## src/rtl/imm_encoder_pkg.sv

```systemverilog
// Shared CPU definitions: instruction format codes, the NOP word, immediate
// range limits and the request payload used by the immediate encoder.
package imm_encoder_pkg;

  localparam int unsigned XLEN      = 32;
  localparam int unsigned FMT_W     = 3;
  localparam int unsigned OPCODE_W  = 7;
  localparam int unsigned REG_W     = 5;
  localparam int unsigned FUNCT3_W  = 3;
  localparam int unsigned FUNCT7_W  = 7;

  typedef enum logic [FMT_W-1:0] {
    FMT_R = 3'd0,
    FMT_I = 3'd1,
    FMT_S = 3'd2,
    FMT_B = 3'd3,
    FMT_U = 3'd4,
    FMT_J = 3'd5
  } fmt_e;

  localparam logic [XLEN-1:0] NOP_INST = 32'h0000_0013;

  localparam int signed IMM12_MIN = -2048;
  localparam int signed IMM12_MAX = 2047;
  localparam int signed BOFF_MIN  = -4096;
  localparam int signed BOFF_MAX  = 4094;
  localparam int signed JOFF_MIN  = -1048576;
  localparam int signed JOFF_MAX  = 1048574;

  // fmt is kept as raw bits so the illegal codes 6 and 7 can be carried.
  typedef struct packed {
    logic [FMT_W-1:0]    fmt;
    logic [OPCODE_W-1:0] opcode;
    logic [REG_W-1:0]    rd;
    logic [REG_W-1:0]    rs1;
    logic [REG_W-1:0]    rs2;
    logic [FUNCT3_W-1:0] funct3;
    logic [FUNCT7_W-1:0] funct7;
    logic [XLEN-1:0]     imm;
  } imm_req_t;

endpackage

```

## src/rtl/imm_encoder_pack.sv

```systemverilog
// Combinational RV32I field packer and immediate legality check; an illegal
// word is replaced by the NOP encoding.
module imm_pack
  import imm_encoder_pkg::*;
(
  input  imm_req_t        req,
  output logic [XLEN-1:0] inst_c,
  output logic            err_c
);

  logic signed [XLEN-1:0] simm;
  logic [XLEN-1:0]        raw;

  assign simm = $signed(req.imm);

  always_comb begin
    raw   = '0;
    err_c = 1'b0;
    case (req.fmt)
      FMT_R: begin
        raw = {req.funct7, req.rs2, req.rs1, req.funct3, req.rd, req.opcode};
      end
      FMT_I: begin
        raw   = {req.imm[11:0], req.rs1, req.funct3, req.rd, req.opcode};
        err_c = (simm < IMM12_MIN) || (simm > IMM12_MAX);
      end
      FMT_S: begin
        raw   = {req.imm[11:5], req.rs2, req.rs1, req.funct3, req.imm[4:0], req.opcode};
        err_c = (simm < IMM12_MIN) || (simm > IMM12_MAX);
      end
      FMT_B: begin
        raw   = {req.imm[12], req.imm[10:5], req.rs2, req.rs1, req.funct3,
                 req.imm[4:1], req.imm[11], req.opcode};
        err_c = (simm < BOFF_MIN) || (simm > BOFF_MAX) || req.imm[0];
      end
      FMT_U: begin
        raw   = {req.imm[31:12], req.rd, req.opcode};
        err_c = (req.imm[11:0] != 12'd0);
      end
      FMT_J: begin
        raw   = {req.imm[20], req.imm[10:1], req.imm[11], req.imm[19:12], req.rd, req.opcode};
        err_c = (simm < JOFF_MIN) || (simm > JOFF_MAX) || req.imm[0];
      end
      default: begin
        err_c = 1'b1;
      end
    endcase
  end

  assign inst_c = err_c ? NOP_INST : raw;

endmodule

```

## src/rtl/imm_encoder.sv

```systemverilog
// Two-stage immediate encoder: S1 holds the request, S2 holds the packed word;
// valid/ready handshakes on both sides and a saturating error counter.
module imm_encoder
  import imm_encoder_pkg::*;
#(
  parameter int unsigned ERR_CNT_W = 8
) (
  input  logic                 clk,
  input  logic                 rst_n,
  input  logic                 in_valid,
  output logic                 in_ready,
  input  logic [2:0]           fmt,
  input  logic [6:0]           opcode,
  input  logic [4:0]           rd,
  input  logic [4:0]           rs1,
  input  logic [4:0]           rs2,
  input  logic [2:0]           funct3,
  input  logic [6:0]           funct7,
  input  logic [31:0]          imm,
  output logic                 out_valid,
  input  logic                 out_ready,
  output logic [31:0]          inst,
  output logic                 range_err,
  output logic [ERR_CNT_W-1:0] err_cnt
);

  logic        s1_valid;
  logic        s2_valid;
  imm_req_t    s1_req;
  logic        s1_adv_c;
  logic [31:0] pack_inst_c;
  logic        pack_err_c;

  assign s1_adv_c  = !s2_valid || out_ready;
  assign in_ready  = !s1_valid || s1_adv_c;
  assign out_valid = s2_valid;

  imm_pack u_pack (
    .req    (s1_req),
    .inst_c (pack_inst_c),
    .err_c  (pack_err_c)
  );

  // S1: capture the request whenever the stage is free or emptying.
  always_ff @(posedge clk or negedge rst_n) begin
    if (!rst_n) begin
      s1_valid <= 1'b0;
      s1_req   <= '0;
    end else if (in_ready) begin
      s1_valid <= in_valid;
      if (in_valid) begin
        s1_req <= '{fmt: fmt, opcode: opcode, rd: rd, rs1: rs1, rs2: rs2,
                    funct3: funct3, funct7: funct7, imm: imm};
      end
    end
  end

  // S2: packed word; held stable while the consumer stalls.
  always_ff @(posedge clk or negedge rst_n) begin
    if (!rst_n) begin
      s2_valid  <= 1'b0;
      inst      <= '0;
      range_err <= 1'b0;
    end else if (s1_adv_c) begin
      s2_valid <= s1_valid;
      if (s1_valid) begin
        inst      <= pack_inst_c;
        range_err <= pack_err_c;
      end
    end
  end

  // Count delivered erroneous words, sticking at all-ones.
  always_ff @(posedge clk or negedge rst_n) begin
    if (!rst_n) begin
      err_cnt <= '0;
    end else if (s2_valid && out_ready && range_err && (err_cnt != {ERR_CNT_W{1'b1}})) begin
      err_cnt <= err_cnt + ERR_CNT_W'(1);
    end
  end

endmodule
```

## config.mk

```make
export PLATFORM = sky130hd
export DESIGN_NAME = imm_encoder
export DESIGN_NICKNAME = d
export VERILOG_FILES = /design/src/rtl/imm_encoder_pkg.sv /design/src/rtl/imm_encoder_pack.sv /design/src/rtl/imm_encoder.sv
export SDC_FILE = /design/constraint.sdc
export NUM_CORES = 1
export LEC_CHECK = 0
export CAP_MARGIN = 5
export CELL_PAD_IN_SITES_DETAIL_PLACEMENT = 0
export CELL_PAD_IN_SITES_GLOBAL_PLACEMENT = 1
export CORE_MARGIN = 5
export CORE_UTILIZATION = 41
export CTS_BUF_LIST = sky130_fd_sc_hd__clkbuf_16
export DETAILED_ROUTE_END_ITERATION = 10
export HOLD_SLACK_MARGIN = 0.03
export PLACE_DENSITY = 0.86
export REMOVE_ABC_BUFFERS = 1
export SYNTH_ARGS = -nofsm -noshare
export SYNTH_HDL_FRONTEND = slang
export SYNTH_SLANG_ARGS = --single-unit
```

## constraint.sdc

```tcl
create_clock -name clk -period 2.4 [get_ports clk]
set_input_delay 0.36 -clock clk [delete_from_list [all_inputs] [get_ports clk]]
set_output_delay 0.36 -clock clk [all_outputs]
set_load 0.01 [all_outputs]
```

==> results of run 1 <==
-- cells in the mapped netlist (2+ instances only) --
library cell	n	area (um2)
dfrtp_1	110	2753
mux2_2	79	889.6
o211ai_1	38	285.3
nand2_1	36	135.1
o2111ai_1	29	254.0
clkbuf_1	26	97.59
o211ai_2	20	250.2
a22oi_1	17	127.6
nand4_1	13	81.33
buf_2	12	60.06
nor2_1	10	37.54
nor4_1	7	43.79
o22ai_1	6	37.54
o2bb2ai_1	6	52.55
a22o_1	5	43.79
nand2b_1	5	31.28
inv_1	4	15.01
nor3_1	4	20.02
o2111a_1	4	45.04
xnor2_1	4	35.03
a211oi_1	3	22.52
buf_1	3	11.26
buf_4	3	22.52
buf_6	3	33.78
nand3_1	3	15.01
o211a_1	3	30.03
xor2_1	3	26.28
a21oi_1	2	10.01
a31oi_1	2	12.51
and3_1	2	12.51
mux2i_1	2	20.02
nor2b_1	2	12.51
o31ai_1	2	15.01
-- critical path, stage by stage, from the launching register on --
cell and delay [ns]:
dfrtp_1 0.41, nor4_1 0.41, nand2_1 0.21, nor3_1 0.43
o31ai_4 0.27, buf_12 0.24, o211ai_1 0.18
-- report_power, final --
| group | total, W | internal [W] | leakage (nW) | switching [W] |
|---|---|---|---|---|
| combinational | 0.00177 | 0.000933 | 1.39 | 0.000833 |
| sequential | 0.00251 | 0.00219 | 1.34 | 0.000314 |
| clock | 0.00181 | 0.00112 | 0.181 | 0.000691 |
-- registers in the layout, indices dropped and copies added (netlist names) --
| register | flops |
|---|---|
| range_err | 1 |
| out_valid | 1 |
| err_cnt | 8 |
| inst | 32 |
| s1_req | 67 |
| s1_valid | 1 |
-- layout make-up --
cell class | count | share of cell area (%)
clock buffers | 9 | 3.027
well taps | 176 | 2.960
clock inverters | 7 | 1.850
inverters | 5 | 0.2523
repair buffers | 139 | 18.67
flip-flops and latches | 110 | 37.00
multi-input cells | 317 | 36.24
-- logic make-up (layout without fill, tap and decap cells) --
| logic type | Yosys count | after routing | synth area share [%] |
|---|---|---|---|
| flops | 110 | 110 | 48.77 |
| mux | 81 | 81 | 16.12 |
| buf+inv | 52 | 160 | 4.323 |
| compound gates | 143 | 143 | 22.15 |
| fa+ha+maj | 1 | 1 | 0.2216 |
| simple gates | 85 | 85 | 7.338 |
| xor+xnor | 7 | 7 | 1.086 |
-- final timing paths --
| check | start | to | cells past startpoint |
|---|---|---|---|
| max in group asynchronous | rst_n | inst[21]$_DFFE_PN0P_ | 3 |
| max | s1_req[19]$_DFFE_PN0P_ | inst[3]$_DFFE_PN0P_ | 6 |
| min in group asynchronous | rst_n | s1_req[7]$_DFFE_PN0P_ | 2 |
| min reg2reg | err_cnt[7]$_DFFE_PN0P_ | err_cnt[7]$_DFFE_PN0P_ | 1 |
| max reg2reg | s1_req[19]$_DFFE_PN0P_ | inst[3]$_DFFE_PN0P_ | 6 |
| min | err_cnt[7]$_DFFE_PN0P_ | err_cnt[7]$_DFFE_PN0P_ | 1 |
-- metrics by stage --
stage / hold slack [ns] / instances / TNS [ns] / worst slack (ns)
final: 0.5027 / 763 / 0 / 0.1549
after global placement: 0.3699 / 746 / 0 / 0.2648
after global routing: 0.5285 / 763 / 0 / 0.009939
after CTS: 0.5013 / 763 / 0 / 0.1355
after floorplan: 0.06441 / 432 / -101.23 / -2.664
after detailed placement: 0.3771 / 746 / 0 / 0.1438
-- per-layer routing --
layer / routed length (um) / share of wire, %
met1: 6854 / 44
met5: 0 / 0
met2: 7363 / 48
met3: 880 / 5.7
met4: 307 / 2.0
==> qor.csv, run 1 <==
stage;metric;value;unit
grt;grt-busiest-layer;met2;
clock_network;cts_tree;done;
routing;drtAntennaViolNets;0;
routing;post_drt_via_cell_ratio;5.915;
final_layout;drive_gt1_share;25.21;%
grt;track_usage;19.49;%
final_layout;register_area;2753;um2
power;power_density;818.1;nW/um2
sta;fmax;0.4454;GHz
place;io_buffers;113;
floorplan;rows;42;
clock_network;clock-sinks;110;
logic_synthesis;netlist_area;5644;um2
logic_synthesis;ys_ff_latch;110;
worst_setup_path;r2r_setup_slack;0.15;ns
floorplan;core;13350;um2
grt;grt_max_degree;68;
routing;post-route-drc-count;0;
final_layout;multi_input_area;2696;um2
worst_setup_path;cp.arrival;2.52;ns
place;hpwlAfterDp;10.70;mm
final_layout;area_delta_synth_final;31.81;%
power;leakagePower;2.905;nW
grt;grt_util_met1;26.67;%
final_layout;stdcell_area;7440;um2
worst_setup_path;path_max_fanout;18;
grt;grt_use_met2;30.38;%
clock_network;cts-htree-levels;3;
logic_synthesis;async_flop_share;100.0;%
final_layout;final_core_util;55.74;%
clock_network;cts_buffers;9;
clock_network;root_buffer;clkbuf_16;
sta;drv_slew;0;
logic_synthesis;yosysWarnings;0;
floorplan;die_w;127.3;um
routing;first_pass_iters;5;
sta;skew;0.01007;ns
worst_setup_path;start_kind;register;
routing;drtIter0Drc;413;
sta;period_needed;2.245;ns
clock_network;clk_pin_slew;0.07;ns
final_layout;mostFrequentLayoutCell;clkdlybuf4s50_1;
power;peakVddDrop;0.5050;mV
logic_synthesis;ys_seq_area_share;48.77;%
sta;hold_viol;0;
floorplan;die_h;127.3;um
final_layout;antenna_cells;0;
sta;worst_pin_slew;0.8480;ns
place;place_area;7067;um2
routing;wire_per_inst;20.19;um
floorplan;die_area;16210;um2
routing;routed_wl;15.41;mm
run_status;status;complete, no violations;
floorplan;start_util;42.29;%
clock_network;cts_hold_buf;1;
sta;max_slew_margin;43.47;%
final_layout;final_cell_mix;clkdlybuf4s50_1 (112), dfrtp_1 (110), mux2_2 (79), o211ai_1 (38), nand2_1 (35);
clock_network;cts-resized-gates;0;
grt;grt_pass1_wl;25.19;mm
floorplan;io_pins;114;
logic_synthesis;avgSynthCellArea;11.78;um2
logic_synthesis;synthCells;479;
clock_network;insertion_delay;0.36;ns
worst_setup_path;crit_type;register to register;
final_layout;nets;654;
clock_network;clockBufferDepth;2;
grt;antenna_found_initial;0;
power;power;0.006087;W
clock_network;postCtsSetupRepairBufs;0;
grt;grt_util_met3;3.923;%
final_layout;fillerInstances;1142;
worst_setup_path;cp.required;2.67;ns
sta;finalCritPeriodShare;93.54;%
min_path;min_path_type;register to register;
logic_synthesis;ys.flop_type;dfrtp_1;
sta;finalSetupViolations;0;
grt;gr-total-overflow;0;
place;finalWeightedCongestion;0.8348;
sta;rsz0062_at_grt;false;
logic_synthesis;synth_enable_flop_cells;0;
routing;vias;4513;
worst_setup_path;crit_path_end_kind;register;
grt;first_global_vias;4660;
logic_synthesis;synth_cell_type_count;44;
run;maxCapViolations;0;
Note: power is estimated with default switching activity, not from simulation.
==> run 2, diff against run 1 <==
--- a/config.mk
+++ b/config.mk
@@ -9,11 +9,11 @@
 export CELL_PAD_IN_SITES_DETAIL_PLACEMENT = 0
 export CELL_PAD_IN_SITES_GLOBAL_PLACEMENT = 1
 export CORE_MARGIN = 5
-export CORE_UTILIZATION = 41
+export CORE_UTILIZATION = 35
 export CTS_BUF_LIST = sky130_fd_sc_hd__clkbuf_16
 export DETAILED_ROUTE_END_ITERATION = 10
 export HOLD_SLACK_MARGIN = 0.03
-export PLACE_DENSITY = 0.86
+export PLACE_DENSITY = 0.76
 export REMOVE_ABC_BUFFERS = 1
 export SYNTH_ARGS = -nofsm -noshare
 export SYNTH_HDL_FRONTEND = slang
==> qor.csv, run 2 (same netlist as run 1, synthesis figures left out) <==
stage;metric;value;unit;change
clock_network;postCtsSetupRepairBufs;0;;unchanged
place;finalWeightedCongestion;0.8325;;-0.28%
final_layout;antenna_cells;0;;unchanged
final_layout;multi_input_area;2696;um2;unchanged
final_layout;area_delta_synth_final;30.46;%;
worst_setup_path;cp_slowest_cell;o21ai_2;;
clock_network;clockBufferDepth;2;;unchanged
grt;first_global_vias;4604;;-1.2%
sta;max_slew_margin;35.92;%;-7.5 points
final_layout;largest-register;s1_req;;
sta;finalCritPeriodShare;93.05;%;-0.50 points
routing;post_drt_via_cell_ratio;5.577;;-5.7%
final_layout;largest_reg_flops;67;;unchanged
floorplan;io_pins;114;;unchanged
sta;skew;0.006778;ns;-0.003287 ns
run_status;status;complete, no violations;;
final_layout;final_cell_mix;clkdlybuf4s50_1 (112), dfrtp_1 (110), mux2_2 (79), o211ai_1 (38), nand2_1 (35);;
worst_setup_path;cp.required;2.68;ns;about the same
sta;hold_viol;0;;unchanged
run;maxCapViolations;0;;unchanged
grt;track_usage;16.70;%;-2.8 points
worst_setup_path;crit_type;register to register;;
worst_setup_path;path_max_fanout;20;;+2
routing;first_pass_iters;4;;-1
routing;wire_per_inst;18.81;um;-6.9%
clock_network;cts-resized-gates;0;;unchanged
final_layout;fillerInstances;1440;;+26%
clock_network;clock-sinks;110;;unchanged
power;power;0.005704;W;-6.3%
floorplan;start_util;35.66;%;-6.6 points
floorplan;die_w;137.0;um;+7.6%
routing;routed_wl;14.99;mm;-2.7%
clock_network;insertion_delay;0.36;ns;about the same
power;peakVddDrop;0.3831;mV;-24%
worst_setup_path;cp.arrival;2.51;ns;about the same
final_layout;final_core_util;46.52;%;-9.2 points
floorplan;die_area;18770;um2;+16%
power;power_density;774.7;nW/um2;-5.3%
place;hpwlAfterDp;10.69;mm;-0.17%
grt;gr-total-overflow;0;;unchanged
routing;drtAntennaViolNets;0;;unchanged
routing;vias;4445;;-1.5%
clock_network;cts_buffers;9;;unchanged
grt;grt_pass1_wl;24.56;mm;-2.5%
sta;drv_slew;0;;unchanged
floorplan;rows;46;;+9.5%
grt;grt_max_degree;111;;+63%
sta;rsz0062_at_grt;false;;
worst_setup_path;crit_family;compound AO/OA/AOI/OAI gates;;
routing;post-route-drc-count;0;;unchanged
clock_network;root_buffer;clkbuf_16;;
min_path;min_path_type;primary input to asynchronous set/reset pin;;
worst_setup_path;start_kind;register;;
power;leakagePower;2.848;nW;-2.0%
place;io_buffers;113;;unchanged
clock_network;cts_hold_buf;0;;-1
final_layout;nets;648;;-0.92%
final_layout;final_cells;797;;+4.5%
final_layout;top_regs;s1_req (67), inst (32), err_cnt (8);;
sta;worst_pin_slew;0.9611;ns;+0.1131 ns
worst_setup_path;crit_path_end_kind;register;;
final_layout;mostFrequentLayoutCell;clkdlybuf4s50_1;;
clock_network;clk_pin_slew;0.07;ns;about the same
sta;setup-tns-final;0;ns;unchanged
final_layout;register_area;2753;um2;unchanged
final_layout;drive_gt1_share;24.27;%;-0.94 points
grt;antenna_found_initial;0;;unchanged
worst_setup_path;cpPeakStageDelay;0.78;ns;+0.35 ns
clock_network;cts_tree;done;;
worst_setup_path;crit_chain;nor2b_1, o21ai_2, buf_4, o2111ai_1, o211ai_2;;
floorplan;core;15830;um2;+19%
sta;period_needed;2.233;ns;-0.01193 ns
worst_setup_path;cp.buffers_inverters;1;;unchanged
place;post-place-cells;781;;+4.7%
sta;finalSetupViolations;0;;unchanged
routing;drtIter0Drc;246;;-40%
clock_network;cts-htree-levels;3;;unchanged
sta;fmax;0.4478;GHz;+0.53%
sta;hold_slack;0.07238;ns;-0.4304 ns
floorplan;die_h;137.0;um;+7.6%
-- run 2: power breakdown --
group	internal, W	total, W	leakage, nW	switching (W)
Combinational	0.000922	0.00171	1.36	0.000787
Sequential	0.00219	0.00254	1.34	0.000345
Clock	0.000795	0.00146	0.149	0.000662
-- run 2: layout make-up --
| type | count | area share, % |
|---|---|---|
| flip-flops and latches | 110 | 37.38 |
| clock inverters | 7 | 0.7986 |
| well taps | 216 | 3.670 |
| clock buffers | 9 | 3.059 |
| inverters | 5 | 0.2549 |
| multi-input cells | 317 | 36.62 |
| repair buffers | 133 | 18.22 |
-- run 2: layer usage --
metal	global-route usage [%]	share of wire [%]	wire length, um
met1	23.19	45	6755
met2	25.97	48	7196
met3	2.978	5.0	748
met4	6.486	1.9	287
met5	0	0	0
-- run 2: path summary, 6_finish.rpt --
path                       slack [ns]  cells past startpoint                      to                    from
setup / recovery                 0.17                      5    inst[12]$_DFFE_PN0P_  s1_req[65]$_DFFE_PN0P_
hold / removal                   0.07                      2  err_cnt[6]$_DFFE_PN0P_                   rst_n
setup reg to reg                 0.17                      5    inst[12]$_DFFE_PN0P_  s1_req[65]$_DFFE_PN0P_
hold reg to reg                  0.49                      1  err_cnt[7]$_DFFE_PN0P_  err_cnt[7]$_DFFE_PN0P_
max in group asynchronous        1.88                      2  s1_req[18]$_DFFE_PN0P_                   rst_n
min in group clk                 0.49                      1  err_cnt[7]$_DFFE_PN0P_  err_cnt[7]$_DFFE_PN0P_
-- run 2: metrics by stage --
stage | setup slack, ns | area [um2]
2_1_floorplan | -2.664 | 5419
3_5_place_dp | 0.1981 | 7079
4_1_cts | 0.1848 | 7363
6_report | 0.1669 | 7363
3_3_place_gp | 0.2808 | 7079
5_1_grt | 0.01025 | 7363
